### config.mk
export PLATFORM = sky130hd
export DESIGN_NAME = dct_block_reader
export DESIGN_NICKNAME = d
export VERILOG_FILES = /design/src/rtl/dct_pkg.sv /design/src/rtl/dct_block_buf.sv /design/src/rtl/dct_block_reader.sv
export SDC_FILE = /design/constraint.sdc
export NUM_CORES = 1
export LEC_CHECK = 0
export CAP_MARGIN = 40
export CELL_PAD_IN_SITES_DETAIL_PLACEMENT = 1
export CELL_PAD_IN_SITES_GLOBAL_PLACEMENT = 2
export CORE_MARGIN = 1
export CORE_UTILIZATION = 32
export DETAILED_ROUTE_END_ITERATION = 8
export PLACE_DENSITY_LB_ADDON = 0.1
export SLEW_MARGIN = 20
export SYNTH_ARGS = -nofsm -noshare
export SYNTH_HDL_FRONTEND = slang
export SYNTH_SLANG_ARGS = --single-unit
### constraint.sdc
create_clock -name clk -period 2 [get_ports clk]
set_clock_uncertainty 0.05 [all_clocks]
set_input_delay 0.2 -clock clk [delete_from_list [all_inputs] [get_ports clk]]
set_output_delay 0.2 -clock clk [all_outputs]
set_load 0.005 [all_outputs]
### src/rtl/dct_pkg.sv
// Shared types and constants for the DCT datapath (dct_stage1 output side and
// the block reader that consumes it).
package dct_pkg;

  localparam int DCT_DIM    = 8;
  localparam int DCT_ELEM_W = 11;

  typedef logic signed [DCT_ELEM_W-1:0] dct_elem_t;
  typedef dct_elem_t [DCT_DIM-1:0]      dct_col_t;
  typedef dct_col_t  [DCT_DIM-1:0]      dct_block_t;

  typedef enum logic {
    IDLE,
    STREAM
  } rdr_state_e;

endpackage

### src/rtl/dct_block_buf.sv
// One 8x8 block register with a capture enable and a column-select read mux.
// Reading column col_sel returns element [r][col_sel] for every row r.
module dct_block_buf #(
  parameter int SIZE_IN = 11,
  parameter int DIM     = 8
) (
  input  logic                              clk,
  input  logic                              rst,
  input  logic                              load,
  input  logic [DIM-1:0][DIM-1:0][SIZE_IN-1:0] block_in,
  input  logic [2:0]                        col_sel,
  output logic [DIM-1:0][SIZE_IN-1:0]       col_out
);

  logic [DIM-1:0][DIM-1:0][SIZE_IN-1:0] mem;

  // Block storage: cleared on reset, overwritten whole on load.
  always_ff @(posedge clk or negedge rst) begin
    if (!rst) begin
      mem <= '0;
    end else if (load) begin
      mem <= block_in;
    end
  end

  // Transposed read: pick one column across all rows.
  always_comb begin
    col_out = '0;
    for (int unsigned r = 0; r < DIM; r++) begin
      col_out[r] = mem[r][col_sel];
    end
  end

endmodule

### src/rtl/dct_block_reader.sv
// Block reader: captures an 8x8 row-transform block on block_valid and streams
// it out column by column with a valid/ready handshake.
// Optional macro DCT_READER_DBUF_EN adds a shadow buffer so a block arriving
// mid-stream is held and follows the current one with no bubble.
module dct_block_reader
  import dct_pkg::*;
#(
  parameter int SIZE_IN = 11,
  parameter int DIM     = 8
) (
  input  logic                                 clk,
  input  logic                                 rst,
  input  logic [DIM-1:0][DIM-1:0][SIZE_IN-1:0] block_in,
  input  logic                                 block_valid,
  output logic [DIM-1:0][SIZE_IN-1:0]          col_out,
  output logic                                 col_valid,
  input  logic                                 col_ready,
  output logic [2:0]                           col_idx,
  output logic                                 col_last,
  output logic                                 busy,
  output logic                                 overrun
);

  rdr_state_e state, state_nxt;
  logic [2:0] idx_nxt;
  logic       ovr_nxt;
  logic       load_act;
  logic       accept;
  logic       last_acc;
  logic [DIM-1:0][SIZE_IN-1:0] out0;

  assign col_valid = (state == STREAM);
  assign accept    = col_valid & col_ready;
  assign last_acc  = accept & (col_idx == 3'd7);
  assign col_last  = col_valid & (col_idx == 3'd7);

`ifdef DCT_READER_DBUF_EN
  logic rd_sel, sel_nxt;
  logic shadow_full, shf_nxt;
  logic load_shd;
  logic [DIM-1:0][SIZE_IN-1:0] out1;

  assign busy    = col_valid | shadow_full;
  assign col_out = rd_sel ? out1 : out0;

  // rd_sel marks the streaming buffer; the other one is the shadow.
  dct_block_buf #(.SIZE_IN(SIZE_IN), .DIM(DIM)) u_buf0 (
    .clk      (clk),
    .rst      (rst),
    .load     (rd_sel ? load_shd : load_act),
    .block_in (block_in),
    .col_sel  (col_idx),
    .col_out  (out0)
  );

  dct_block_buf #(.SIZE_IN(SIZE_IN), .DIM(DIM)) u_buf1 (
    .clk      (clk),
    .rst      (rst),
    .load     (rd_sel ? load_act : load_shd),
    .block_in (block_in),
    .col_sel  (col_idx),
    .col_out  (out1)
  );
`else
  assign busy    = col_valid;
  assign col_out = out0;

  dct_block_buf #(.SIZE_IN(SIZE_IN), .DIM(DIM)) u_buf0 (
    .clk      (clk),
    .rst      (rst),
    .load     (load_act),
    .block_in (block_in),
    .col_sel  (col_idx),
    .col_out  (out0)
  );
`endif

  // State, column counter and sticky overrun flag.
  always_ff @(posedge clk or negedge rst) begin
    if (!rst) begin
      state       <= IDLE;
      col_idx     <= '0;
      overrun     <= 1'b0;
`ifdef DCT_READER_DBUF_EN
      rd_sel      <= 1'b0;
      shadow_full <= 1'b0;
`endif
    end else begin
      state       <= state_nxt;
      col_idx     <= idx_nxt;
      overrun     <= ovr_nxt;
`ifdef DCT_READER_DBUF_EN
      rd_sel      <= sel_nxt;
      shadow_full <= shf_nxt;
`endif
    end
  end

  // Next-state, capture enables and overrun detection.
  always_comb begin
    state_nxt = state;
    idx_nxt   = col_idx;
    ovr_nxt   = overrun;
    load_act  = 1'b0;
`ifdef DCT_READER_DBUF_EN
    load_shd  = 1'b0;
    sel_nxt   = rd_sel;
    shf_nxt   = shadow_full;
`endif
    case (state)
      IDLE: begin
        if (block_valid) begin
          load_act  = 1'b1;
          state_nxt = STREAM;
          idx_nxt   = '0;
        end
      end
      STREAM: begin
        if (last_acc) begin
          idx_nxt = '0;
`ifdef DCT_READER_DBUF_EN
          // On a swap the outgoing buffer is fully consumed this cycle, so a
          // simultaneous new block is written into it as the next shadow.
          if (shadow_full) begin
            sel_nxt  = ~rd_sel;
            load_act = block_valid;
            shf_nxt  = block_valid;
          end else if (block_valid) begin
            load_act = 1'b1;
          end else begin
            state_nxt = IDLE;
          end
`else
          if (block_valid) begin
            load_act = 1'b1;
          end else begin
            state_nxt = IDLE;
          end
`endif
        end else begin
          if (accept) begin
            idx_nxt = col_idx + 3'd1;
          end
          if (block_valid) begin
`ifdef DCT_READER_DBUF_EN
            if (!shadow_full) begin
              load_shd = 1'b1;
              shf_nxt  = 1'b1;
            end else begin
              ovr_nxt = 1'b1;
            end
`else
            ovr_nxt = 1'b1;
`endif
          end
        end
      end
      default: state_nxt = IDLE;
    endcase
  end

endmodule
=== Word level (Yosys, flattened, before mapping) ===
Cells that the tools add are included.

* Reduce and logical (&&, ||, !) cells: 2
* Muxes and demuxes: 25
* $add $sub $neg: 1
* Equal/unequal tests: 3
* $lt $le $gt $ge: 1
* Bitwise operators: 5

{| class="wikitable"
|+ Operator list
! kind !! number
|-
| 11-bit binary-select mux with 3-bit select || 8
|-
| 11-bit 2-to-1 mux || 8
|-
| 3-bit 2-to-1 mux || 3
|-
| 3-bit case mux with 2 select lines || 1
|-
| 3-bit by 4-bit < comparator with 1-bit output (second input constant) || 1
|-
| 1-bit case mux with 2 select lines || 2
|-
| 3-bit by 1-bit adder with 3-bit output (second input constant) || 1
|-
| 1-bit bitwise AND || 3
|-
| 3-bit == test (second input constant) || 1
|-
| 1-bit 2-to-1 mux || 3
|-
| 3-bit by 1-bit inequality test with 1-bit output (second input constant) || 1
|-
| 3-bit AND reduction || 1
|-
| 2-bit inequality test (second input constant) || 1
|-
| 1-bit NOT || 2
|-
| 2-bit AND reduction || 1
|}

* Register bits: 709
* Logic and storage cells: 104

=== Depth between registers and ports, before layout ===
* Word-level depth: 4
* Gate-level depth with buffers: 8
* Depth with buffers taken out: 5

=== Hierarchy ===
A second synthesis with hierarchy kept.

* Cell total of the unflattened synthesis: 1824
* Area total of the unflattened synthesis: 31442.7 um2

{| class="wikitable"
|+ Modules (own cells, without submodules)
! module !! sequential area each (um2) !! times used !! cells each !! area each (um2)
|-
| dct_block_buf || 17616.9 || 1 || 1800 || 31179.9
|-
| dct_block_reader || 125.1 || 1 || 24 || 262.8
|}

=== Worst setup path before layout ===
Ideal clock, no wire load.

* Kind: register to register
* Start point: reg col_idx[0]
* End point: reg u_buf0.mem[176] in the netlist's numbering
* Cell stages (with the launch flop): 9
* Library setup time: 128 ps
* Data required time: 1822 ps
* Buffers on the path: 3
* Arrival: 1896 ps
* Slack: -73 ps
* Path through: dfrtp_1 > ha_1 > ha_1 > a21boi_1 > nand2b_1 > buf_2 > buf_4 > buf_4 > mux2_1

* Longest elaborated chain between the ends: 4

{| class="wikitable"
|+ RTL lines
! element !! line !! text
|-
| from (decl) || dct_block_reader.sv:18 || <nowiki>output logic [2:0] col_idx,</nowiki>
|-
| from (signal assigned) || dct_block_reader.sv:90 || <nowiki>col_idx <= idx_nxt;</nowiki>
|-
| 3-bit == test || dct_block_reader.sv:34 || <nowiki>assign last_acc = accept & (col_idx == 3'd7);</nowiki>
|-
| 1-bit bitwise AND || dct_block_reader.sv:34 ||
|-
| 1-bit 2-to-1 mux || dct_block_reader.sv:119 || <nowiki>if (last_acc) begin</nowiki>
|-
| 1-bit case mux with 2 select lines || dct_block_reader.sv:110 || <nowiki>case (state)</nowiki>
|-
| to (signal assigned) || dct_block_buf.sv:22 || <nowiki>mem <= block_in;</nowiki>
|-
| to (decl) || dct_block_buf.sv:15 || <nowiki>logic [DIM-1:0][DIM-1:0][SIZE_IN-1:0] mem;</nowiki>
|}

No other way between the ends.
A chain may end at the register's enable or synchronous reset.

==> results.ini <==
[outcome]
status=complete, but fails checks
violations=setup timing

[global_routing]
grt-ovfl-total=0
grt_usage=0.2232
grt_max_degree=86
antenna_found_initial=58
grt_pass1_vias=23683
grt_pass1_wl_um=161900

[synthesis]
yosysWarnings=0
synth_area_um2=31600
async_flop_share=1.000
yosysUniqueCellTypes=19
yosys.area.top_type_share=0.5614
synthCells=1819
synth_commonest_cells=dfrtp_1 (709), mux2_1 (560), mux2_2 (233), mux4_2 (176), buf_4 (63)
seq_area_frac_synth=0.5614
yosysMostFrequentCell=dfrtp_1
syn_avg_cell_area_um2=17.37
synth.area.top_cells=dfrtp_1 (56%), mux2_1 (20%), mux4_2 (13%)
yosysTopAreaCell=dfrtp_1
ys_ff_latch=709
synthFlopType=dfrtp_1
synth_edf_count=0
mappedNetlistNets=2529

[route]
vias=21181
route.detailed.drc=0
first_pass_iters=4
ant_nets=0
drt_iter0_markers=768
vias_per_cell=4.893
totalWireLength_um=121000
wl_per_cell_um=27.95

[layout]
nets=3662
syn2layout_area_growth_pct=59.50
layout-drive-gt1-share=0.4109
post-route-util=0.5181

[sta]
finalHoldViolCount=0
post-route-min-period_ns=2.971
min_period_over_period=1.485
rsz0062_at_grt=yes
fmaxAchievable_mhz=336.6
fin_ws_ns=-0.9705
slew_viol_final=0
finalSetupViolations=796
worst_pin_slew_ns=0.5198
max_slew_margin=0.6535
holdWs_ns=0.08302

[power]
pwr-share-comb=0.423
leakage_nw=22.81
power_frac_seq=0.354
p_switching_w=0.02033
p_sw_frac=0.2834
p_int_w=0.05139
ir_drop_mv=0.8363
p_total_w=0.07172
clkPwrFrac=0.223
power.density_nw_per_um2=1423

[cts]
cts_buffers=85
cts_sinks=709
insertion_delay_ns=0.64
cts_max_path_buffers=3
path_clk_slew_ns=0.06
htreeDepth=3
cts_tree=yes
cts_root_buf=clkbuf_16

[worst_setup_path]
cp-end-kind=primary output
cp_cell_sequence=buf_6 > buf_12 > buf_12 > clkbuf_16 > buf_4 > mux4_2 > mux2_4 > buf_6
crit_type=flip-flop to primary output
slowest_stage=dfrtp_4
cp.arrival_ns=2.72
startpoint_type=flip-flop
crit_path_max_incr_delay_ns=0.52
crit_path_max_fanout=6
worst_ep_required_time_ns=1.75

[floorplanning]
die-area_um2=100000
start_util=0.3249
die_y_um=316.3
io-pin-count=803
row_count=114
core_area_um2=97280
die_x_um=316.3

[worst_hold_path]
worst_hold_path_type=input pin to flip-flop

[flow_run]
cap_viol_max_count=0

[placed_design]
gp_congestion=0.8094
portBuffers=802
dp_hpwl_um=83030

-- critical path, delay by kind of cell (launching register included) --
family                 cells  cell delay (ns)
DFF                        1             0.52
buffers and inverters      6             0.83
muxes                      2             0.71
-- power by group through the flow --
| stage | Sequential, W | Combinational, W | Clock, W |
|---|---|---|---|
| 6_report | 0.0254 | 0.0303 | 0.0160 |
| 5_1_grt | 0.0262 | 0.0322 | 0.0170 |
| 4_1_cts | 0.0252 | 0.0259 | 0.0164 |
| 3_5_place_dp | 0.0254 | 0.0242 | 0 |
| 3_3_place_gp | 0.0250 | 0.0237 | 0 |
| 2_1_floorplan | 0.0237 | 0.0142 | 0 |
-- state kept, by name, indices dropped and copies added, names as in the netlist --
register    cells
col_idx         3
u_buf0.mem    704
busy            1
overrun         1
-- per-layer routing --
metal,track usage,wire [um],vias up
met5,0,393,-
met3,0.07430,8806,209
met4,0.07201,3338,60
li1,-,-,9158
met1,0.2505,45160,11138
met2,0.3971,63320,616
-- kinds of logic after synthesis --
kind of cell | count (synthesis) | share of synthesized area
buf+inv | 129 | 0.02760
simple gates | 5 | 0.0008316
flops | 709 | 0.5614
mux | 970 | 0.4083
fa+ha+maj | 2 | 0.0007917
compound gates | 4 | 0.001030
-- path summary, 6_finish.rpt --
path	start	endpoint	depth (start not counted)	slack, ns
min in group asynchronous	rst	u_buf0.mem[674]	3	0.16
max in group asynchronous	rst	col_idx[1]	4	0.98
max reg2reg	col_idx[0]	u_buf0.mem[558]	11	-0.56
max	col_idx[0]	col_out[33]	8	-0.97
min	block_in[253]	u_buf0.mem[253]	2	0.08
min reg2reg	overrun	overrun	1	0.41
-- layout make-up --
cell class,count,area (um2)
diodes,35,87.58
clock buffers,133,2610
clock inverters,20,272.8
fillers,9135,46880
multi-input cells,982,14230
flip-flops and latches,709,17750
well taps,1276,1597
repair buffers,1174,13850
-- per-stage QoR --
stage / setup TNS, ns / area, um2 / cells / setup slack [ns]
after floorplan: -10.92 / 31650 / 1819 / -0.02426
after global placement: -266.61 / 42210 / 3894 / -0.4544
after detailed placement: -278.16 / 42210 / 3894 / -0.4685
after CTS: -407.96 / 46720 / 4125 / -1.087
after global routing: -452.87 / 50360 / 4313 / -1.039
final: -387.30 / 50400 / 4329 / -0.9705
-- cells in the final DEF (no fill, tap or decap), types with 3 or more instances in the layout --
master	netlist	layout
inv_6	0	6
bufinv_16	0	6
mux2_2	233	146
mux2_1	560	330
dfrtp_1	709	706
clkinv_2	0	8
buf_4	63	96
clkbuf_2	0	25
buf_12	0	79
dfrtp_4	0	3
clkbuf_1	15	20
buf_6	15	146
clkbuf_16	0	130
clkbuf_8	0	26
clkdlybuf4s50_1	0	712
diode_2	0	35
mux4_2	176	176
buf_8	0	28
buf_16	0	35
bufbuf_16	0	4
mux2_4	0	317
-- what timing repair did --
action / 4_1_cts / 5_1_grt
setup endpoints to repair: 796 / 796
cloned: 26 / 50
buffers inserted: 50 / 133
resized for setup: 359 / 555
hold buffers: 2 / 0
endpoints found under the hold margin: 468 / 0
pin swaps: 1 / 1
Note: power is estimated with default switching activity, not from simulation.
